**src/rtl/tsn_tgm_pkg.sv**
```systemverilog
// Shared definitions for the traffic selection path: default widths,
// the token-bucket holdoff constant and the selector state encodings.
package tsn_tgm_pkg;

    localparam int QUEUE_NUM_DEF    = 8;
    localparam int QID_W_DEF        = 3;
    localparam int LEN_W_DEF        = 12;
    // Matches the consume/refresh/request pipeline depth of the token-bucket stage
    localparam int HOLDOFF_DEF      = 3;
    localparam int DONE_TIMEOUT_DEF = 4096;

    typedef enum logic [1:0] {
        IDLE_S  = 2'd0,
        ISSUE_S = 2'd1,
        WAIT_S  = 2'd2
    } tsm_state_t;

endpackage

```
**src/rtl/rr_arbiter.sv**
```systemverilog
// Combinational round-robin search: first set request at rr_ptr+1, rr_ptr+2, ...
// with wrap-around modulo QUEUE_NUM.
module rr_arbiter
    import tsn_tgm_pkg::*;
#(
    parameter int QUEUE_NUM = QUEUE_NUM_DEF,
    parameter int QID_W     = $clog2(QUEUE_NUM)
) (
    input  logic [QUEUE_NUM-1:0] req,
    input  logic [QID_W-1:0]     rr_ptr,
    output logic                 valid,
    output logic [QID_W-1:0]     winner
);

    always_comb begin : search
        logic [QID_W:0]   pos;
        logic [QID_W-1:0] idx;
        valid  = 1'b0;
        winner = '0;
        pos    = '0;
        idx    = '0;
        // Walk farthest-first so the nearest requester is the last assignment
        for (int i = QUEUE_NUM; i >= 1; i--) begin
            pos = {1'b0, rr_ptr} + (QID_W+1)'(i);
            if (pos >= (QID_W+1)'(QUEUE_NUM))
                pos = pos - (QID_W+1)'(QUEUE_NUM);
            idx = pos[QID_W-1:0];
            if (req[idx]) begin
                valid  = 1'b1;
                winner = idx;
            end
        end
    end

endmodule

```
**src/rtl/tsm_rr_sel.sv**
```systemverilog
// Traffic selection: round-robin pick among token-bucket requests, descriptor
// handoff to the frame generator, then holdoff/done wait before re-arbitrating.
module tsm_rr_sel
    import tsn_tgm_pkg::*;
#(
    parameter int QUEUE_NUM    = QUEUE_NUM_DEF,
    parameter int QID_W        = QID_W_DEF,
    parameter int LEN_W        = LEN_W_DEF,
    parameter int HOLDOFF      = HOLDOFF_DEF,
    parameter int DONE_TIMEOUT = DONE_TIMEOUT_DEF
) (
    input  logic                       clk,
    input  logic                       rst,
    input  logic                       in_tsm_enable,
    input  logic [QUEUE_NUM-1:0]       in_tsm_req,
    input  logic [QUEUE_NUM*LEN_W-1:0] in_tsm_pkt_len,
    output logic [QUEUE_NUM-1:0]       out_tsm_selected,
    output logic                       out_tsm_gen_valid,
    input  logic                       in_tsm_gen_ready,
    output logic [QID_W-1:0]           out_tsm_gen_qid,
    output logic [LEN_W-1:0]           out_tsm_gen_len,
    input  logic                       in_tsm_gen_done,
    output logic                       out_tsm_timeout_err
);

    localparam int HC_W = $clog2(HOLDOFF + 1);
    localparam int TO_W = $clog2(DONE_TIMEOUT);

    tsm_state_t           state_q, state_d;
    logic [QID_W-1:0]     rr_ptr_q, rr_ptr_d;
    logic [QID_W-1:0]     qid_q, qid_d;
    logic [LEN_W-1:0]     len_q, len_d;
    logic [HC_W-1:0]      hold_q, hold_d;
    logic [TO_W-1:0]      to_q, to_d;
    logic                 done_seen_q, done_seen_d;
    logic                 valid_q, valid_d;
    logic [QUEUE_NUM-1:0] sel_q, sel_d;
    logic                 err_q, err_d;

    logic                 arb_valid;
    logic [QID_W-1:0]     win_qid;
    logic [LEN_W-1:0]     win_len;

    rr_arbiter #(
        .QUEUE_NUM (QUEUE_NUM),
        .QID_W     (QID_W)
    ) u_arb (
        .req    (in_tsm_req),
        .rr_ptr (rr_ptr_q),
        .valid  (arb_valid),
        .winner (win_qid)
    );

    // Constant-index mux keeps the length slice select width-clean
    always_comb begin
        win_len = '0;
        for (int i = 0; i < QUEUE_NUM; i++) begin
            if (win_qid == QID_W'(i))
                win_len = in_tsm_pkt_len[i*LEN_W +: LEN_W];
        end
    end

    always_comb begin
        state_d     = state_q;
        rr_ptr_d    = rr_ptr_q;
        qid_d       = qid_q;
        len_d       = len_q;
        hold_d      = hold_q;
        to_d        = to_q;
        done_seen_d = done_seen_q;
        valid_d     = valid_q;
        sel_d       = '0;
        err_d       = err_q;
        case (state_q)
            IDLE_S: begin
                if (in_tsm_enable && arb_valid) begin
                    qid_d   = win_qid;
                    len_d   = win_len;
                    state_d = ISSUE_S;
                end
            end
            ISSUE_S: begin
                if (valid_q && in_tsm_gen_ready) begin
                    valid_d     = 1'b0;
                    sel_d       = QUEUE_NUM'(1) << qid_q;
                    rr_ptr_d    = qid_q;
                    hold_d      = HC_W'(HOLDOFF);
                    to_d        = '0;
                    done_seen_d = 1'b0;
                    state_d     = WAIT_S;
                end else begin
                    valid_d = 1'b1;
                end
            end
            WAIT_S: begin
                if (hold_q != '0)
                    hold_d = hold_q - 1'b1;
                to_d = to_q + 1'b1;
                if (in_tsm_gen_done)
                    done_seen_d = 1'b1;
                if (done_seen_q && hold_q == '0) begin
                    done_seen_d = 1'b0;
                    state_d     = IDLE_S;
                end else if (!done_seen_q && to_q == TO_W'(DONE_TIMEOUT - 1)) begin
                    err_d   = 1'b1;
                    state_d = IDLE_S;
                end
            end
            default: state_d = IDLE_S;
        endcase
    end

    always_ff @(posedge clk) begin
        if (rst) begin
            state_q     <= IDLE_S;
            rr_ptr_q    <= QID_W'(QUEUE_NUM - 1);
            qid_q       <= '0;
            len_q       <= '0;
            hold_q      <= '0;
            to_q        <= '0;
            done_seen_q <= 1'b0;
            valid_q     <= 1'b0;
            sel_q       <= '0;
            err_q       <= 1'b0;
        end else begin
            state_q     <= state_d;
            rr_ptr_q    <= rr_ptr_d;
            qid_q       <= qid_d;
            len_q       <= len_d;
            hold_q      <= hold_d;
            to_q        <= to_d;
            done_seen_q <= done_seen_d;
            valid_q     <= valid_d;
            sel_q       <= sel_d;
            err_q       <= err_d;
        end
    end

    assign out_tsm_selected    = sel_q;
    assign out_tsm_gen_valid   = valid_q;
    assign out_tsm_gen_qid     = qid_q;
    assign out_tsm_gen_len     = len_q;
    assign out_tsm_timeout_err = err_q;

endmodule

```
**config.mk**
```make
export PLATFORM = sky130hd
export DESIGN_NAME = tsm_rr_sel
export DESIGN_NICKNAME = d
export VERILOG_FILES = /design/src/rtl/tsn_tgm_pkg.sv /design/src/rtl/rr_arbiter.sv /design/src/rtl/tsm_rr_sel.sv
export SDC_FILE = /design/constraint.sdc
export NUM_CORES = 1
export LEC_CHECK = 0
export ABC_AREA = 1
export CAP_MARGIN = 20
export CORE_MARGIN = 1.5
export CORE_UTILIZATION = 39
export DETAILED_ROUTE_END_ITERATION = 12
export DONT_BUFFER_PORTS = 1
export PLACE_DENSITY = 0.6
export SETUP_SLACK_MARGIN = 0.15
export SYNTH_ARGS = -nofsm -noshare
export SYNTH_HDL_FRONTEND = slang
export SYNTH_SLANG_ARGS = --single-unit
```
**constraint.sdc**
```tcl
create_clock -name clk -period 7.1 [get_ports clk]
set_input_delay 1.775 -clock clk [delete_from_list [all_inputs] [get_ports clk]]
set_output_delay 1.775 -clock clk [all_outputs]
set_load 0.01 [all_outputs]
```
* Yosys cells after proc, flatten, opt, wreduce, memory -nomap -nowiden *
Cells that the tools add are included.
Widths: inputs -> output; s select.

word-level totals
  bits in registers = 45
  input port bits = 109
  output and inout port bits = 25
  logic and storage cells = 144

cells by class
  $add $sub $neg = 18
  $lt $le $gt $ge = 16
  equality and inequality tests = 15
  shifts and indexed selects = 1
  multiplexer cells = 63
  bitwise operators = 3
  reductions and logical operators = 18

operators with widths
  kind                   number
  $mux 12                9
  $mux 3                 16
  $ge 4x4->1 const B     8
  $lt 3x4->1 const B     8
  $bmux 1 s3             8
  $pmux 12 s2            1
  $sub 3x1->3 const B    8
  $mux 1                 20
  $add 3x3->4 const B    4
  $add 12x1->12 const B  1
  $eq 12x12->1 const B   1
  $eq 3x3->1 const B     4
  $mux 2                 6
  $reduce_and 3->1       4
  $add 3x2->4 const B    2
  $shl 1x3->8 const A    1
  $eq 3x2->1 const B     2
  $ne 2x2->1 const B     3
  $ne 3x3->1 const B     2
  $pmux 2 s3             1
  $reduce_and 2->1       3
  $add 3x1->4 const B    1
  $add 3x4->4 const B    1
  $logic_and 1x1->1      4
  other kinds (12)       16

* Longest topological paths before layout *
Gate-level depths: netlist of the first run.

  depth after elaboration = 22
  gate-level depth with buffers = 27
  depth with buffers taken out = 25

* Cells and area by module *
From an unflattened synthesis of the first run, not the netlist that was laid out.

second synthesis, totals
  cells, all modules = 524
  area, all modules = 3288.2 um^2

by module, submodules not included
  module      instances  cells each  area an instance (um^2)  seq. area each (um^2)
  tsm_rr_sel  1          401         2621.3                   900.9
  rr_arbiter  1          123         666.9                    0.0

* Worst setup path before layout of the first run *
No wires, ideal clock.

  path type = input to register
  start = input in_tsm_req[1]
  end = register len_q[1] (netlist: out_tsm_gen_len[1])
  library setup time = 0.131 ns
  arrival time = 3.257 ns
  setup slack = 3.712 ns
  cell stages on the path = 20
  buffers on the path = 0
  cells stage by stage = nand2_1 nand3_1 nand3_1 nand2_2 inv_2 nand2_1 nand2_1 nand2_1 nand2_1 nand2_2 nand2_2 nand2_2 nand2_4 nand3_4 nor2_2 inv_1 o21ai_0 inv_1 nand2_1 a21oi_2

on the way
  word-level cells in the longest chain between the ends = 19

RTL lines
  element                       line               text
  start: declaration            tsm_rr_sel.sv:15   input logic [QUEUE_NUM-1:0] in_tsm_req,
  $bmux 1 s3                    rr_arbiter.sv:28   if (req[idx]) begin
  $mux 1 (implied by the code)  rr_arbiter.sv:28
  $mux 3 (8 in a row)           rr_arbiter.sv:28
  $logic_not 3->1               tsm_rr_sel.sv:58   if (win_qid == QID_W'(i))
  $mux 12 (8 in a row)          tsm_rr_sel.sv:58
  end signal: assignment        tsm_rr_sel.sv:129  len_q <= len_d;
  end: declaration              tsm_rr_sel.sv:32   logic [LEN_W-1:0] len_q, len_d;

Several ways; a longest one is shown, not always the timed one. The select of a mux whose other input is x is not followed.
A chain may end at the register's enable or synchronous reset.

* Final worst setup path of the first run *
  start = input in_tsm_req[0]
  end = register len_q[4] (netlist: out_tsm_gen_len[4])

The elaborated chain is that of the path after synthesis.

==> results of run 1 <==
## registers in the layout, indices dropped and copies added (netlist names)
signal / cells
done_seen_q: 1
hold_q: 2
out_tsm_gen_len: 12
out_tsm_gen_qid: 3
out_tsm_gen_valid: 1
out_tsm_selected: 8
out_tsm_timeout_err: 1
rr_ptr_q: 3
state_q: 2
to_q: 12
## final timing paths
check                             to  slack, ns
setup / recovery  out_tsm_gen_len[4]       2.91
setup reg to reg  out_tsm_gen_len[4]       2.98
hold / removal               to_q[5]       0.47
hold reg to reg              to_q[5]       0.47
## cell usage in the layout (no fill, tap or decap), drive strengths merged
cell type and instances:
a21oi 40, a221oi 4, nor3b 10, ha 4, o21a 2, nor3 13, clkinv 3, clkbuf 5
nor2 47, nand3 63, inv 66, a211oi 4, xor2 1, a22oi 3, o21ai 23, a31oi 3
nand2 136, clkinvlp 1, nand4 34, nor4 1, dfxtp 45, buf 1
## metal layers
metal / GRT usage [%] / vias up / routed length (um)
met2: 35.83 / 110 / 4496
met3: 5.556 / 23 / 662
met1: 26.17 / 1560 / 4176
li1: - / 1708 / -
met5: 0 / - / 0
met4: 8.955 / 0 / 281
## cells in the mapped netlist (all sizes together)
library cell,number
a22oi,3
nand3,63
buf,17
nand2,136
nor2,47
a211oi,4
nor4,1
xor2,1
nand4,34
ha,4
dfxtp,45
clkinv,2
inv,65
a31oi,3
a221oi,4
o21ai,23
nor3,13
o21a,2
nor3b,10
a21oi,40
clkbuf,6
## layout make-up
class                      count  area, um^2
clock buffer                   5       68.82
clock inverter                 3       21.27
fill                         918        4812
inverter                      67       254.0
multi-input combinational    388        1979
sequential                    45       900.9
tap                          105       131.4
timing repair buffer           1       7.507
## logic make-up after synthesis
group | count (synthesis)
flip-flops | 45
adder cells (fa/ha/maj) | 4
AND/OR/NAND/NOR | 304
buffers and inverters | 90
XOR/XNOR | 1
AO/OA/AOI/OAI | 79
## worst reg2reg max path, delay by kind of cell (launching register included)
family	cells	cell delay, ns
buffers and inverters	5	0.96
AND/OR/NAND/NOR	14	1.30
adder cells (fa/ha/maj)	1	0.49
AO/OA/AOI/OAI	1	0.67
flip-flops	1	0.59
## power by group
group / internal, mW / switching, mW / total (mW)
logic: 0.0655 / 0.144 / 0.210
registers: 0.266 / 0.0199 / 0.286
clock network: 0.0699 / 0.0917 / 0.162
## metrics by stage
stage	util [%]	hold WS, ns	power (mW)	cell area (um^2)	cells
6_report	41.14	0.4683	0.6575	3363	614
5_1_grt	41.14	0.4899	0.7030	3363	614
4_1_cts	41.14	0.4690	0.6652	3363	614
3_5_place_dp	40.04	0.4548	0.5025	3273	606
3_3_place_gp	40.04	0.4501	0.4995	3273	606
2_1_floorplan	-	0.4364	0.4619	3274	523
==> out/metrics.csv, run 1 <==
stage,metric,value,unit
yosys,post-synthesis mux area share,0,%
power,LEAKAGE,1.376,nW
final_layout,Final #Nets,621,
yosys,synthesized net count,636,
yosys,"FF+latch count, synth",45,
critical_path,crit-path max FO,35,
timing,final worst path period need,4.194,ns
global_routing,vias in the first global route,3103,
yosys,Synth top area share,27.51,%
outcome,outcome,"finished, final reports clean",
floorplanning,Site Rows,33,
placed_design,detailed placement HPWL,7674,um
timing,Worst slew margin,44.28,%
yosys,sequential element share of the synthesized area,27.51,%
route,DRC viols,0,
placed_design,Buffers on Ports,0,
yosys,Synth area leaders,"dfxtp_1, nand2_1, nand3_1, inv_1, nand4_1",
floorplanning,Die H,94.63,um
critical_path,CP bufs+invs,3,
critical_path,CP most frequent cell,nand2_1,
final_layout,share of cells above drive strength 1,8.448,%
global_routing,largest net degree at the start of global routing,36,
placed_design,dpl ws,2.617,ns
critical_path,WP data arrival,4.39,ns
critical_path,reg2reg start,rr_ptr_q[0],
yosys,post-synthesis simple-gate area fraction,44.86,%
floorplanning,Top Ports,134,
route,first-iteration detailed-routing DRC count,166,
critical_path,Worst setup EP type,flop,
global_routing,initial antenna violation count,0,
route,DR pass1 iterations,4,
critical_path,"Req. time, crit path",7.29,ns
clock_tree,TritonCTS clock tree,built,
clock_tree,Post-CTS Setup Bufs,0,
min_path,Hold Startpoint,to_q[5],
route,via count,3401,
flow_run,maxcap violations,0,
clock_tree,clock-pin slew on the worst setup and hold paths,0.09,ns
floorplanning,Die X,94.63,um
clock_tree,worst-skew pair later-pin latency,0.30,ns
power,VDD IR max,0.1205,mV
yosys,adder-cell share of the synthesized area,1.528,%
power,power per cell area,195.5,nW/um^2
critical_path,Register-to-Register Path Depth,21,
floorplanning,Starting Density,40.05,%
timing,setup TNS,0,ns
yosys,synthesized area,3274,um^2
route,"antenna viol nets, final",0,
clock_tree,Num Clock Sinks,45,
timing,RSZ-0062 raised after global routing,false,
floorplanning,core box area,8175,um^2
critical_path,cells along the critical path,nand2_1 -> nand3_1 -> nand3_1 -> nand2_1 -> inv_1 -> nand2_1 -> nand2_1 -> nand2_1 -> nand2_1 -> nand2_1 -> nand2_1 -> a21oi_4 -> inv_2 -> nand3_1 -> inv_1 -> nand2_1 -> nand4_1 -> nor3_1 -> nor2_1,
clock_tree,root buf cell,clkbuf_8,
global_routing,GR Overflow Total,0,
timing,fmax,0.2385,GHz
timing,final worst setup slack,2.906,ns
placed_design,GP Congestion,0.9255,
timing,setup violators final,0,
yosys,YS warnings,0,
timing,Pins Over Slew Limit,0,
min_path,Hold WC Path Type,flop to flop,
route,Routed wire per std cell,15.66,um
final_layout,Antenna diodes,0,
route,Routed WL,9617,um
clock_tree,H-tree depth,2,
yosys,Synth Instances,523,
floorplanning,die area,8955,um^2
timing,Least-Margin Pin Slew,0.8339,ns
critical_path,slowest cell on the critical path,a21oi_4,
clock_tree,post-cts hold buffer count,0,
yosys,leading area contributor after synthesis,dfxtp_1,
clock_tree,Bufs on Longest Clock Path,2,
global_routing,Total GRT Usage,21.52,%
critical_path,CP startpoint,in_tsm_req[0],
critical_path,Crit path largest cell delay,0.67,ns
timing,Fin. Hold Viols,0,
yosys,"Avg Cell Area, Syn",6.261,um^2
critical_path,Levels on crit path,19,
clock_tree,total CTS buffers,5,
critical_path,kind of critical path,input pin to flop,
final_layout,P&R area growth vs syn,2.713,%
yosys,combinational family with the most area after synthesis,simple AND/OR/NAND/NOR gates,
yosys,library cells used by synthesis,34,
critical_path,"delay-heaviest family, CP",simple AND/OR/NAND/NOR gates,
global_routing,first-pass GRT wire length,15090,um
route,drt via density,5.539,
clock_tree,Post-CTS Resized,0,
critical_path,crit path launch type,input pin,
min_path,hold path depth,1,
yosys,Synth Area in XOR/XNOR,0.2675,%
yosys,Synth Area in Compound Gates,13.79,%
timing,period utilization,59.06,%
timing,Setup Skew,0.009543,ns
Note: power is estimated with default switching activity, not from simulation.
==> run 2, diff against run 1 <==
PLACE_DENSITY = 0.62   (was 0.6)
clock period = 3.85 ns   (was 7.1 ns; I/O delays follow)
==> run 2 against run 1 <==
- critical path type is now flop to flop
- power rose by 100%
- sequential cell count stayed put
- die area unchanged
- first-iteration DRC count is 19% higher
- global-route usage shrank 0.12 points
- cell count grew 0.33%
- critical path depth is 2 higher
==> out/metrics.csv, run 2 (synthesized netlist as in run 1, its figures left out) <==
stage,metric,value,unit
floorplanning,core box area,8175,um^2
critical_path,FF-to-FF setup slack,0.53,ns
final_layout,Antenna diodes,0,
global_routing,M1 GR Usage,25.04,%
final_layout,P&R area growth vs syn,5.044,%
critical_path,crit path capture,out_tsm_gen_len[10],
global_routing,vias in the first global route,3249,
global_routing,M2 GR Usage,36.31,%
route,DR pass1 iterations,4,
floorplanning,Top Ports,134,
clock_tree,H-tree depth,2,
clock_tree,root buf cell,clkbuf_8,
route,drt via density,5.596,
flow_run,maxcap violations,0,
final_layout,Final Non-Filler Cells,616,
placed_design,Buffers on Ports,0,
timing,Setup Skew,0.006770,ns
power,VDD IR max,0.2650,mV
placed_design,GP Congestion,0.9738,
final_layout,share of cells above drive strength 1,9.002,%
floorplanning,Site Rows,33,
critical_path,reg2reg start,rr_ptr_q[1],
critical_path,CP startpoint,rr_ptr_q[1],
placed_design,detailed placement HPWL,7588,um
final_layout,"most common cell after layout, fill and taps aside",nand2_1,
timing,Worst slew margin,31.02,%
critical_path,Worst setup EP type,flop,
timing,Fin. Hold Viols,0,
critical_path,WP data arrival,3.54,ns
critical_path,kind of critical path,flop to flop,
global_routing,GRT busiest layer,met2,
timing,Least-Margin Pin Slew,1.031,ns
route,DRC viols,0,
power,LEAKAGE,1.413,nW
timing,period utilization,86.15,%
global_routing,GR Overflow Total,0,
route,Routed WL,9446,um
timing,Pins Over Slew Limit,0,
min_path,Hold WC Path Type,flop to flop,
critical_path,reg2reg end,out_tsm_gen_len[10],
timing,final worst path period need,3.317,ns
final_layout,fin util,42.07,%
floorplanning,Die H,94.63,um
placed_design,Inst Count DP,608,
route,Routed wire per std cell,15.33,um
global_routing,M3 GR Usage,6.200,%
route,"antenna viol nets, final",0,
power,power per cell area,386.3,nW/um^2
critical_path,crit path launch type,flop,
clock_tree,worst-skew pair later-pin latency,0.30,ns
floorplanning,Starting Density,40.05,%
clock_tree,post-cts hold buffer count,0,
clock_tree,Num Clock Sinks,45,
floorplanning,die area,8955,um^2
floorplanning,Die X,94.63,um
clock_tree,Bufs on Longest Clock Path,2,
timing,RSZ-0062 raised after global routing,false,
final_layout,Final #Nets,623,
timing,setup TNS,0,ns
timing,setup violators final,0,
route,first-iteration detailed-routing DRC count,198,
final_layout,most frequent cells in the layout,"nand2_1, nand3_1, inv_1",
route,via count,3447,
critical_path,"Req. time, crit path",4.07,ns
critical_path,crit-path max FO,17,
critical_path,Register-to-Register Path Depth,21,
global_routing,largest net degree at the start of global routing,33,
clock_tree,clock-pin slew on the worst setup and hold paths,0.09,ns
timing,fmax,0.3015,GHz
global_routing,first-pass GRT wire length,15160,um
outcome,outcome,"finished, final reports clean",
global_routing,initial antenna violation count,0,
clock_tree,total CTS buffers,5,
clock_tree,TritonCTS clock tree,built,
global_routing,Total GRT Usage,21.41,%
## run 2: cell types whose count changed in the layout (fill, tap and decap cells not counted), moves of 2 or more
cell	before	now
nor2_4	0	2
buf_4	1	3
bufinv_16	0	2
nor2_2	3	1
## run 2: worst min-delay path by stage
stage | startpoint | endpoint | slack [ns] | depth (start not counted)
floorplan | to_q[5] | to_q[5] | 0.44 | 1
global placement | to_q[5] | to_q[5] | 0.45 | 1
detailed placement | to_q[5] | to_q[5] | 0.46 | 1
CTS | to_q[5] | to_q[5] | 0.47 | 1
global route | to_q[10] | to_q[10] | 0.50 | 2
finish | to_q[11] | to_q[11] | 0.47 | 1
## run 2: repair_timing
| action | CTS | global route |
|---|---|---|
| gates resized for setup | 0 | 4 |
| endpoints found under the setup margin | 0 | 12 |
| hold endpoints to repair | 0 | 0 |
| setup buffers | 0 | 0 |
## run 2: metal layers
metal	up-vias	share of wire, %	wire [um]
met5	-	0	0
met4	0	2.6	246
met3	20	7.5	709
met2	125	49	4624
met1	1579	41	3866
li1	1723	-	-
## run 2: layout make-up
cell class / instances / area [um^2]
Clock buffer: 5 / 68.82
Clock inverter: 3 / 65.06
Fill cell: 891 / 4736
Inverter: 67 / 254.0
Multi-Input combinational cell: 388 / 1996
Sequential cell: 45 / 902.1
Tap cell: 105 / 131.4
Timing Repair Buffer: 3 / 22.52
## run 2: where the power goes
group | switching [mW] | internal [mW]
combinational | 0.260 | 0.125
sequential | 0.0364 | 0.491
clock | 0.158 | 0.258
## run 2: critical path, stage by stage (launching register included)
cell and delay, ns:
dfxtp_1 0.48, inv_2 0.15, ha_1 0.43, inv_1 0.15
nand3_1 0.14, nand3_1 0.10, nand2_1 0.15, nand2_1 0.07
nand2_1 0.06, nand2_1 0.05, nand2_1 0.07, nand2_2 0.07
nand2_2 0.06, nand2_2 0.06, nand2_4 0.21, nand3_4 0.25
nor2_2 0.17, buf_4 0.20, a21oi_1 0.06, nand4_1 0.13
nand2_1 0.06, a21oi_1 0.12
## run 2: stage by stage
step           instance area, um^2  total power [mW]  hold WS (ns)  setup slack, ns
3_3_place_gp                  3288            0.9104        0.4484           0.5419
5_1_grt                       3440             1.413        0.5012           0.1685
2_1_floorplan                 3274            0.8517        0.4364            1.207
3_5_place_dp                  3288            0.9176        0.4618           0.4278
6_report                      3440             1.329        0.4667           0.5333
4_1_cts                       3422             1.333        0.4741           0.3825
==> run 3, diff against run 2 <==
CORE_ASPECT_RATIO = 0.8   (was not set)
==> run 3 against run 2 <==
- largest power group unchanged
- power down 8.0%
- non-clock buffer count up 4
- highest routed layer unchanged
- maximum frequency rose by 0.99%
==> out/metrics.csv, run 3 (synthesized netlist as in run 1, its figures left out) <==
stage,metric,value,unit
final_layout,Final Non-Filler Cells,623,
floorplanning,Starting Density,40.83,%
global_routing,Total GRT Usage,22.46,%
critical_path,FF-to-FF setup slack,0.57,ns
route,"antenna viol nets, final",0,
placed_design,Inst Count DP,615,
critical_path,"Req. time, crit path",4.04,ns
timing,Pins Over Slew Limit,0,
clock_tree,root buf cell,clkbuf_8,
min_path,worst hold endpoint,to_q[5],
power,power per cell area,357.2,nW/um^2
min_path,Hold WC Path Type,flop to flop,
clock_tree,total CTS buffers,5,
timing,setup violators final,0,
critical_path,kind of critical path,flop to flop,
timing,final worst path period need,3.284,ns
clock_tree,Post-CTS Resized,0,
timing,Fin. Hold Viols,0,
final_layout,most frequent cells in the layout,"nand2_1, nand3_1, inv_1",
final_layout,Fillers,852,
critical_path,WP data arrival,3.48,ns
floorplanning,Die X,105.4,um
power,VDD IR max,0.1554,mV
min_path,Hold Startpoint,to_q[5],
clock_tree,Post-CTS Setup Bufs,0,
critical_path,Crit path largest cell delay,0.45,ns
route,Routed WL,10110,um
clock_tree,worst-skew pair later-pin latency,0.30,ns
global_routing,initial antenna violation count,0,
global_routing,vias in the first global route,3209,
route,via count,3474,
clock_tree,TritonCTS clock tree,built,
floorplanning,Site Rows,29,
timing,period utilization,85.31,%
final_layout,"most common cell after layout, fill and taps aside",nand2_1,
route,first-iteration detailed-routing DRC count,208,
critical_path,slowest cell on the critical path,dfxtp_2,
clock_tree,H-tree depth,2,
power,Overall Power,1.223,mW
timing,Worst slew margin,60.12,%
floorplanning,Die H,84.96,um
critical_path,Register-to-Register Path Depth,21,
route,Routed wire per std cell,16.22,um
placed_design,"Cell Area, Placed",3322,um^2
timing,setup TNS,0,ns
final_layout,fin util,42.69,%
timing,RSZ-0062 raised after global routing,false,
critical_path,reg2reg end,out_tsm_gen_len[10],
placed_design,Buffers on Ports,0,
timing,final worst setup slack,0.5657,ns
timing,Setup Skew,0.008730,ns
final_layout,P&R area growth vs syn,4.547,%
global_routing,GR Overflow Total,0,
final_layout,share of cells above drive strength 1,9.709,%
min_path,hold path depth,1,
critical_path,"delay-heaviest family, CP",simple AND/OR/NAND/NOR gates,
power,LEAKAGE,1.406,nW
critical_path,Worst setup EP type,flop,
critical_path,reg2reg start,rr_ptr_q[0],
final_layout,Antenna diodes,0,
placed_design,GP Congestion,0.9447,
global_routing,first-pass GRT wire length,15990,um
critical_path,crit-path max FO,17,
placed_design,dpl ws,0.4174,ns
final_layout,Final #Nets,627,
clock_tree,clock-pin slew on the worst setup and hold paths,0.09,ns
route,drt via density,5.576,
timing,fmax,0.3045,GHz
timing,WHS,0.4749,ns
flow_run,maxcap violations,0,
final_layout,final instance area,3423,um^2
route,DR pass1 iterations,4,
clock_tree,post-cts hold buffer count,0,
route,DRC viols,0,
critical_path,CP bufs+invs,4,
global_routing,largest net degree at the start of global routing,28,
floorplanning,die area,8958,um^2
critical_path,crit path launch type,flop,
clock_tree,Num Clock Sinks,45,
clock_tree,Bufs on Longest Clock Path,2,
critical_path,cells along the critical path,inv_4 -> ha_1 -> inv_1 -> nand3_1 -> nand3_1 -> nand2_1 -> nand2_1 -> nand2_1 -> nand2_1 -> nand2_1 -> nand2_2 -> nand2_2 -> nand2_2 -> nand2_4 -> nand3_4 -> nor2_2 -> inv_1 -> o21ai_0 -> inv_1 -> nand2_1 -> a21oi_1,
outcome,outcome,"finished, final reports clean",
critical_path,CP most frequent cell,nand2_1,
floorplanning,Top Ports,134,
floorplanning,core box area,8019,um^2
placed_design,detailed placement HPWL,8198,um
timing,Least-Margin Pin Slew,0.5960,ns
[run 3: cell count changes in the layout (fill, tap and decap cells not counted), sizes merged]
cell      change
buf           +4
inv           +1
clkinvlp      +1
bufinv        -2
[run 3: final cells by class]
class	count	area [um^2]	share of cell area (%)
multi-input cells	388	1989	58.11
flip-flops and latches	45	902.1	26.35
inverters	67	254.0	7.420
well taps	108	135.1	3.947
clock buffers	5	68.82	2.010
repair buffers	7	52.55	1.535
clock inverters	3	21.27	0.6213
[run 3: worst max path at each step]
| stage | startpoint | endpoint | depth (start not counted) |
|---|---|---|---|
| floorplan | rr_ptr_q[0] | out_tsm_gen_len[1] | 22 |
| global placement | rr_ptr_q[0] | out_tsm_gen_len[8] | 16 |
| detailed placement | rr_ptr_q[0] | out_tsm_gen_len[10] | 21 |
| CTS | rr_ptr_q[0] | out_tsm_gen_len[10] | 21 |
| global route | rr_ptr_q[0] | out_tsm_gen_len[5] | 21 |
| finish | rr_ptr_q[0] | out_tsm_gen_len[10] | 21 |
[run 3: layer usage]
layer  routed length [um]  up-vias  GRT usage, %
met4                  137        0         5.355
met3                  898       12         6.605
met1                 4314     1569         28.65
met2                 4755      164         37.49
li1                     -     1729             -
met5                    0        -             0
[run 3: where the power goes]
group	leakage [nW]	total, mW	switching, mW	internal [mW]
Clock	0.0445	0.294	0.165	0.129
Sequential	0.365	0.525	0.0343	0.491
Combinational	0.997	0.403	0.276	0.128
Total	1.41	1.22	0.476	0.747
